### src/rtl/mem_gateway_client.sv
// rtl/mem_gateway_client.sv - packet-side initiator that batches local-bus commands into mem_gateway request packets
module mem_gateway_client #(
   parameter int jumbo_dw   = 14,
   parameter int fifo_aw    = 3,
   parameter int rx_gap     = 3,
   parameter int tx_timeout = 1023
) (
   input  logic                clk_i,
   input  logic                rst_ni,
   input  logic                cmd_valid_i,
   output logic                cmd_ready_o,
   input  logic                cmd_rd_i,
   input  logic [23:0]         cmd_addr_i,
   input  logic [31:0]         cmd_data_i,
   input  logic                go_i,
   output logic                busy_o,
   output logic                rd_valid_o,
   output logic [23:0]         rd_addr_o,
   output logic [31:0]         rd_data_o,
   output logic                done_o,
   output logic                err_o,
   output logic                gw_rx_ready_o,
   output logic                gw_rx_strobe_o,
   output logic                gw_rx_crc_o,
   output logic [7:0]          gw_packet_in_o,
   input  logic                gw_tx_req_i,
   input  logic [jumbo_dw-1:0] gw_tx_len_i,
   output logic                gw_tx_ack_o,
   output logic                gw_tx_strobe_o,
   input  logic [7:0]          gw_packet_out_i
);

   localparam int DEPTH = 1 << fifo_aw;
   // One counter serves the gap, byte positions and the reply timeout; 16 bits
   // covers any jumbo length up to 16 bits and the default timeout.
   localparam int CW = 16;
   localparam logic [fifo_aw:0] CNT_FULL = {1'b1, {fifo_aw{1'b0}}};

   typedef enum logic [3:0] {
      S_IDLE, S_LEN_HI, S_LEN_LO, S_GAP, S_SEND, S_WAIT_TX, S_RECV, S_DRAIN, S_DONE
   } state_t;

   state_t               state_q, state_d;
   logic [CW-1:0]        cnt_q, cnt_d;
   logic [31:0]          serial_q, serial_d;
   logic [jumbo_dw-1:0]  len_q, len_d;
   logic [jumbo_dw-1:0]  tx_len_q, tx_len_d;
   logic                 err_q, err_d;

   // Command FIFO entry: {rd, addr[23:0], data[31:0]}
   logic [56:0]          mem_q [DEPTH];
   logic [fifo_aw-1:0]   wr_ptr_q, rd_ptr_q;
   logic [fifo_aw:0]     count_q;
   logic                 push, pop;

   // Reply side: byte arrives one cycle after its strobe
   logic                 rx_vld_q;
   logic [CW-1:0]        rx_idx_q;
   logic                 rsp_rd_q;
   logic [23:0]          rsp_addr_q;
   logic [31:0]          rsp_data_q;
   logic                 rd_valid_q;

   function automatic logic [7:0] word_byte(input logic [31:0] w, input logic [1:0] i);
      return 8'(w >> {~i, 3'b000});
   endfunction

   function automatic logic [7:0] cmd_byte(input logic [56:0] e, input logic [2:0] i);
      logic [7:0] b;
      case (i)
         3'd0:                b = {3'b000, e[56], 4'b0000};
         3'd1, 3'd2, 3'd3:    b = 8'(e[55:32] >> {~i[1:0], 3'b000});
         default:             b = word_byte(e[31:0], i[1:0]);
      endcase
      return b;
   endfunction

   assign cmd_ready_o = (state_q == S_IDLE) && (count_q != CNT_FULL);
   assign push        = cmd_valid_i && cmd_ready_o;
   assign busy_o      = (state_q != S_IDLE) && (state_q != S_DONE);
   assign done_o      = (state_q == S_DONE);
   assign err_o       = err_q;
   assign gw_rx_crc_o = 1'b0;
   assign rd_valid_o  = rd_valid_q;
   assign rd_addr_o   = rsp_addr_q;
   assign rd_data_o   = rsp_data_q;

   // Control registers
   always_ff @(posedge clk_i or negedge rst_ni) begin
      if (!rst_ni) begin
         state_q  <= S_IDLE;
         cnt_q    <= '0;
         serial_q <= '0;
         len_q    <= '0;
         tx_len_q <= '0;
         err_q    <= 1'b0;
      end else begin
         state_q  <= state_d;
         cnt_q    <= cnt_d;
         serial_q <= serial_d;
         len_q    <= len_d;
         tx_len_q <= tx_len_d;
         err_q    <= err_d;
      end
   end

   // Packet sequencer: next state and gateway-facing strobes
   always_comb begin
      state_d        = state_q;
      cnt_d          = cnt_q;
      serial_d       = serial_q;
      len_d          = len_q;
      tx_len_d       = tx_len_q;
      err_d          = err_q;
      gw_rx_ready_o  = 1'b0;
      gw_rx_strobe_o = 1'b0;
      gw_packet_in_o = 8'h00;
      gw_tx_ack_o    = 1'b0;
      gw_tx_strobe_o = 1'b0;
      pop            = 1'b0;
      case (state_q)
         S_IDLE: begin
            if (go_i) begin
               err_d = 1'b0;
               cnt_d = '0;
               if (count_q == '0) begin
                  state_d = S_DONE;
               end else begin
                  serial_d = serial_q + 32'd1;
                  len_d    = jumbo_dw'({count_q, 3'b000}) + jumbo_dw'(8);
                  state_d  = S_LEN_HI;
               end
            end
         end
         S_LEN_HI: begin
            gw_rx_ready_o  = 1'b1;
            gw_packet_in_o = 8'(len_q >> 8);
            state_d        = S_LEN_LO;
         end
         S_LEN_LO: begin
            gw_packet_in_o = len_q[7:0];
            cnt_d          = '0;
            state_d        = (rx_gap == 0) ? S_SEND : S_GAP;
         end
         S_GAP: begin
            cnt_d = cnt_q + CW'(1);
            if (cnt_q + CW'(1) >= CW'(rx_gap)) begin
               cnt_d   = '0;
               state_d = S_SEND;
            end
         end
         S_SEND: begin
            gw_rx_strobe_o = 1'b1;
            if (cnt_q < CW'(8)) begin
               gw_packet_in_o = word_byte(serial_q, cnt_q[1:0]);
            end else begin
               gw_packet_in_o = cmd_byte(mem_q[rd_ptr_q], cnt_q[2:0]);
               pop            = (cnt_q[2:0] == 3'd7);
            end
            cnt_d = cnt_q + CW'(1);
            if (cnt_q + CW'(1) == CW'(len_q)) begin
               // count starts at 1 so DONE lands tx_timeout cycles after the last strobe
               cnt_d   = CW'(1);
               state_d = S_WAIT_TX;
            end
         end
         S_WAIT_TX: begin
            if (gw_tx_req_i) begin
               gw_tx_ack_o = 1'b1;
               tx_len_d    = gw_tx_len_i;
               cnt_d       = '0;
               if (gw_tx_len_i != len_q) err_d = 1'b1;
               state_d = (gw_tx_len_i == '0) ? S_DONE : S_RECV;
            end else if (cnt_q >= CW'(tx_timeout - 1)) begin
               err_d   = 1'b1;
               state_d = S_DONE;
            end else begin
               cnt_d = cnt_q + CW'(1);
            end
         end
         S_RECV: begin
            gw_tx_strobe_o = 1'b1;
            cnt_d          = cnt_q + CW'(1);
            if (cnt_q + CW'(1) == CW'(tx_len_q)) state_d = S_DRAIN;
         end
         S_DRAIN: state_d = S_DONE;
         S_DONE:  state_d = S_IDLE;
         default: state_d = S_IDLE;
      endcase
      // Reply header must echo the serial we sent
      if (rx_vld_q && (rx_idx_q < CW'(8)) &&
          (gw_packet_out_i != word_byte(serial_q, rx_idx_q[1:0]))) begin
         err_d = 1'b1;
      end
   end

   // FIFO pointers and occupancy
   always_ff @(posedge clk_i or negedge rst_ni) begin
      if (!rst_ni) begin
         wr_ptr_q <= '0;
         rd_ptr_q <= '0;
         count_q  <= '0;
      end else begin
         if (push) wr_ptr_q <= wr_ptr_q + fifo_aw'(1);
         if (pop)  rd_ptr_q <= rd_ptr_q + fifo_aw'(1);
         if (push && !pop)      count_q <= count_q + (fifo_aw + 1)'(1);
         else if (pop && !push) count_q <= count_q - (fifo_aw + 1)'(1);
      end
   end

   // FIFO storage
   always_ff @(posedge clk_i) begin
      if (push) mem_q[wr_ptr_q] <= {cmd_rd_i, cmd_addr_i, cmd_data_i};
   end

   // Reply parser: assemble each 8-byte transaction and strobe read results
   always_ff @(posedge clk_i or negedge rst_ni) begin
      if (!rst_ni) begin
         rx_vld_q   <= 1'b0;
         rx_idx_q   <= '0;
         rsp_rd_q   <= 1'b0;
         rsp_addr_q <= '0;
         rsp_data_q <= '0;
         rd_valid_q <= 1'b0;
      end else begin
         rx_vld_q   <= gw_tx_strobe_o;
         rx_idx_q   <= cnt_q;
         rd_valid_q <= 1'b0;
         if (rx_vld_q && (rx_idx_q >= CW'(8))) begin
            case (rx_idx_q[2:0])
               3'd0: rsp_rd_q          <= gw_packet_out_i[4];
               3'd1: rsp_addr_q[23:16] <= gw_packet_out_i;
               3'd2: rsp_addr_q[15:8]  <= gw_packet_out_i;
               3'd3: rsp_addr_q[7:0]   <= gw_packet_out_i;
               3'd4: rsp_data_q[31:24] <= gw_packet_out_i;
               3'd5: rsp_data_q[23:16] <= gw_packet_out_i;
               3'd6: rsp_data_q[15:8]  <= gw_packet_out_i;
               default: begin
                  rsp_data_q[7:0] <= gw_packet_out_i;
                  rd_valid_q      <= rsp_rd_q;
               end
            endcase
         end
      end
   end

endmodule
### config.mk
export PLATFORM = sky130hd
export DESIGN_NAME = mem_gateway_client
export DESIGN_NICKNAME = d
export VERILOG_FILES = /design/src/rtl/mem_gateway_client.sv
export SDC_FILE = /design/constraint.sdc
export NUM_CORES = 1
export LEC_CHECK = 0
export CAP_MARGIN = 20
export CORE_MARGIN = 4
export CORE_UTILIZATION = 53
export DETAILED_ROUTE_END_ITERATION = 6
export PLACE_DENSITY = 0.73
export SLEW_MARGIN = 15
export SYNTH_ARGS = -nofsm -noshare
export SYNTH_HDL_FRONTEND = slang
export SYNTH_SLANG_ARGS = --single-unit
### constraint.sdc
create_clock -name clk_i -period 20.1 [get_ports clk_i]
set_input_delay 4.02 -clock clk_i [delete_from_list [all_inputs] [get_ports clk_i]]
set_output_delay 4.02 -clock clk_i [all_outputs]
set_load 0.05 [all_outputs]
======== Word level (Yosys, flattened, before mapping) ========
Memory sizes are Yosys's and may differ from the RTL's.
Cells that the tools add are included.
storage, ports and cells
  bits in registers ....................... 166
  memory bits (writable) .................. 456
  bits of input ports ..................... 84
  output and inout bits ................... 74
  memories kept ........................... 1
memory list
  name   depth  width  rd ports  clocked after Yosys merged registers in  write ports  RTL line  source
  mem_q  8      57     1         0                                        1            51        logic [56:0] mem_q [DEPTH];
operators by class
  add/sub/neg operators ................... 7
  $lt $le $gt $ge ......................... 5
  eq/ne operators ......................... 33
  shift-type cells ........................ 4
  mux-type cells .......................... 37
  bitwise operators ....................... 4
  reductions and logical operators ........ 34
operators by type and width
  cell                                                                      number
  16-bit case mux with 6 select lines                                       1
  32-bit by 5-bit >> shifter with 8-bit output                              3
  16-bit two-way mux                                                        5
  4-bit two-way mux                                                         10
  32-bit by 1-bit adder with 32-bit output (second input constant)          1
  16-bit by 14-bit == test with 1-bit output                                2
  16-bit by 4-bit < comparator with 1-bit output (second input constant)    2
  4-bit case mux with 8 select lines                                        1
  8-bit case mux with 3 select lines                                        1
  24-bit by 5-bit >> shifter with 8-bit output                              1
  2-bit AND reduction                                                       9
  16-bit by 1-bit adder with 16-bit output (second input constant)          1
  4-bit by 3-bit == test with 1-bit output (second input constant)          4
  16-bit by 10-bit >= comparator with 1-bit output (second input constant)  1
  16-bit by 2-bit >= comparator with 1-bit output (second input constant)   1
  16-bit by 4-bit >= comparator with 1-bit output (second input constant)   1
  1-bit two-way mux                                                         16
  4-bit inequality test (second input constant)                             4
  8-bit case mux with 2 select lines                                        1
  14-bit zero test                                                          1
  14-bit inequality test                                                    1
  3-bit by 2-bit == test with 1-bit output (second input constant)          4
  3-bit == test (second input constant)                                     4
  7-bit by 4-bit adder with 8-bit output (second input constant)            1
  28 further kinds                                                          48

======== Depth between registers and ports, before layout ========
  word-level depth ........................ 7
  depth in mapped cells ................... 14
  depth with buffers taken out ............ 13

======== Worst setup path before layout ========
OpenSTA, ideal clock, no wires.
  path type ............................... input to register
  start point ............................. input cmd_valid_i
  end point ............................... memory mem_q[2][0] (enable)
  setup time .............................. 633 ps
  arrival ................................. 10121 ps
  required time ........................... 19467 ps
  slack ................................... 9346 ps
  cell stages on the path ................. 2
  buffers on the path ..................... 0
  cells stage by stage .................... nand2_1 nor4b_1
between the ends
  cells in the longest elaborated chain, start to end .. 3
RTL lines
  what                                     RTL line  source
  from (decl)                              10        input logic cmd_valid_i,
  1-bit logical AND                        79        assign push = cmd_valid_i && cmd_ready_o;
  1-bit two-way mux                        213       if (push) mem_q[wr_ptr_q] <= {cmd_rd_i, cmd_addr_i, cmd_data_i};
  1-bit two-way mux (not written as such)  213
  to (decl)                                51
Every way passes these cells.

======== Final worst setup path ========
  start point ............................. input gw_tx_req_i
  end point ............................... output gw_tx_ack_o
between the ends
  cells in the longest elaborated chain, start to end .. 2
RTL lines
  what               RTL line  source
  from (decl)        26        input logic gw_tx_req_i,
  1-bit two-way mux  168       if (gw_tx_req_i) begin
  1-bit two-way mux  121       case (state_q)
  to (decl)          28        output logic gw_tx_ack_o,
Every way passes these cells.

==> run metrics <==
DP Cell Count between 2000 and 2500; fmax about 98 MHz; design area between 0.02 and 0.03 mm^2; drt pass-1 iters 5; Hold Path Class reg -> reg; syn_area_per_cell approximately 18 um^2; Pins Over Slew Limit 0; status finished clean; CTS tree built; I/O pins 158; pwr dens roughly 110 mW/mm^2; vias in the first global route 14100; clk_lat worst skew 640 ps; Rows 80; Worst Path Required ~16000 ps; root buf cell clkbuf_16; Post-synth EDFFs roughly 460; Crit. End Element output port; IO Port Bufs between 150 and 200; final WL between 50000 and 60000 um; Total GRT Usage around a fifth; WS Path Type in -> out; post-layout minimum cycle time 10160 ps; Placer Congestion between 0.8 and 0.9; setup TNS 0 ps; Core Region 0.0477 mm^2; RSZ-0062 raised after global routing false; Worst Max-Slew Pin Slew 1030 ps; post-cts hold buffer count 0; slew margin rel. a little under a third; post-layout util between 60% and 70%; die width 228 um; DP Area approximately 0.028 mm^2; Post-Synthesis Cells about 1400; post-synth cell types between 70 and 80; average wire per standard cell about 24 um; leakage between 10 and 15 nW; Synth warnings 0; Iter 0 DRT Violations just over 1000; DP Wirelength 31700 um; largest net degree at the start of global routing 85; Net Count, Synth 1511; share of cells above drive strength 1 23.3%; antenna violations before repair 3; CTS buffer count between 60 and 70; # setup viols final 0; Reg clk slew, reported paths about 60 ps; clock sinks between 600 and 700; count of state elements after synthesis around 610; DR vias 13500; fin nets roughly 1700; die area 0.0519 mm^2; Seq/Total Area, Yosys 68.9%; Max VDD drop between 0.07 and 0.08 mV; asr flop ratio synth about a quarter; Post-CTS Setup Bufs 0; GRT overflow 0; Period Utilization, post-route about 51%; final antenna-violating net count 0; vias per cell about 6; die height roughly 230 um; Worst setup SP type input pin; final hold violation count 0; Post-synth top flop edfxtp_1; Max-Cap Viols 0; Post-CTS Resized 0; fin cells about 2300; post-synthesis instance area about 0.026 mm^2; crit-path max FO 14; first-pass GRT wire length ~85000 um; Worst Skew 24.7 ps; drt drc 0; Max clock buf depth 3; Initial Util a little over half; crit path DAT slightly above 6000 ps; synthesis-to-finish area growth 16.5%; htree depth 2
==> logic make-up (layout without fill, tap and decap cells) <==
kind of cell / Yosys count / count (layout) / share of synthesized area [%]
buffers and inverters: 94 / 315 / 1.77
other: 1 / 4 / 0.0147
flip-flops: 613 / 613 / 68.9
AO/OA/AOI/OAI: 114 / 114 / 3.17
AND/OR/NAND/NOR: 247 / 247 / 5.20
adder cells (fa/ha/maj): 16 / 16 / 0.802
XOR/XNOR: 79 / 79 / 2.79
multiplexers: 248 / 248 / 17.4
==> metal layers <==
metal | part of all wire (%) | vias to the layer above | GRT usage (%)
met5 | 0.037 | - | 0
met4 | 2.5 | 2 | 6.03
met3 | 6.2 | 91 | 4.60
met2 | 50 | 410 | 34.6
met1 | 41 | 7058 | 28.3
li1 | - | 5987 | -
==> cells in the mapped netlist, types with 14 or more instances <==
cell      number  area share, %
xor2_1        16           0.55
mux2_2        82            3.6
nor2_1        38           0.56
ha_1          14           0.68
dfrtp_1      157             15
inv_1         23           0.34
o21ai_0       24           0.47
nand2_1       65           0.95
buf_2         23           0.45
nand3_1       25           0.49
nor3_1        22           0.43
edfxtp_1     456             54
clkbuf_1      21           0.31
mux2i_1       17           0.66
xnor2_1       61            2.1
nand4_1       15           0.37
mux4_2       149             13
==> critical path: stages <==
cell	delay [ps]
clkdlybuf4s50_1	560
nand2_1	420
inv_1	290
clkdlybuf4s50_1	840
==> flip-flops by register name, summed over array words and instances, names as in the netlist <==
signal	count
rsp_rd_q	1
serial_q	32
rd_ptr_q	3
rd_addr_o	24
tx_len_q	14
state_q	4
rx_vld_q	1
rx_idx_q	16
mem_q	456
rd_data_o	32
err_o	1
cnt_q	16
wr_ptr_q	3
len_q	5
rd_valid_o	1
count_q	4
==> final cells by class <==
type / instances / area (um^2)
Clock buffer: 75 / 1620
Timing Repair Buffer: 175 / 1710
Fill cell: 3366 / 17900
Sequential cell: 613 / 17600
Inverter: 24 / 90.1
Clock inverter: 41 / 428
Tap cell: 615 / 769
Multi-Input combinational cell: 705 / 7560
Antenna cell: 3 / 7.51
==> per-stage QoR <==
step	hold slack (ps)	setup slack [ps]	total power [mW]
2_1_floorplan	349	9350	1.90
3_3_place_gp	449	10040	2.08
3_5_place_dp	458	9980	2.11
4_1_cts	475	9960	3.25
5_1_grt	515	9870	3.35
6_report	474	9940	3.22
==> cells in the final DEF, fill, tap and decap left out, types with 10 or more instances in the layout <==
cell type,n
edfxtp_1,456
clkdlybuf4s50_1,155
dfrtp_1,154
mux4_2,149
mux2_2,82
nand2_1,65
clkbuf_16,62
xnor2_1,61
nor2_1,35
nand3_1,25
o21ai_0,24
inv_1,23
nor3_1,19
clkinv_2,19
buf_4,19
mux2i_1,17
xor2_1,16
nand4_1,15
ha_1,14
and3_1,12
a211oi_1,12
a21oi_1,10
clkinv_1,10
==> path summary, 6_finish.rpt <==
path	startpoint	to	slack [ps]	depth (start not counted)
min in group asynchronous	rst_ni	rd_data_o[6]	3450	1
setup / recovery	gw_tx_req_i	gw_tx_ack_o	9940	4
setup reg to reg	cnt_q[1]	cnt_q[6]	16270	8
max in group asynchronous	rst_ni	tx_len_q[4]	15230	2
hold reg to reg	cnt_q[15]	rx_idx_q[15]	470	0
hold / removal	cnt_q[15]	rx_idx_q[15]	470	0
==> report_power, final <==
group / leakage [nW] / switching [mW] / internal [mW]
combinational: 3.02 / 0.332 / 0.207
clock: 1.02 / 0.472 / 0.665
sequential: 6.15 / 0.0786 / 1.46
total: 10.2 / 0.883 / 2.33
Note: power is estimated with default switching activity, not from simulation.
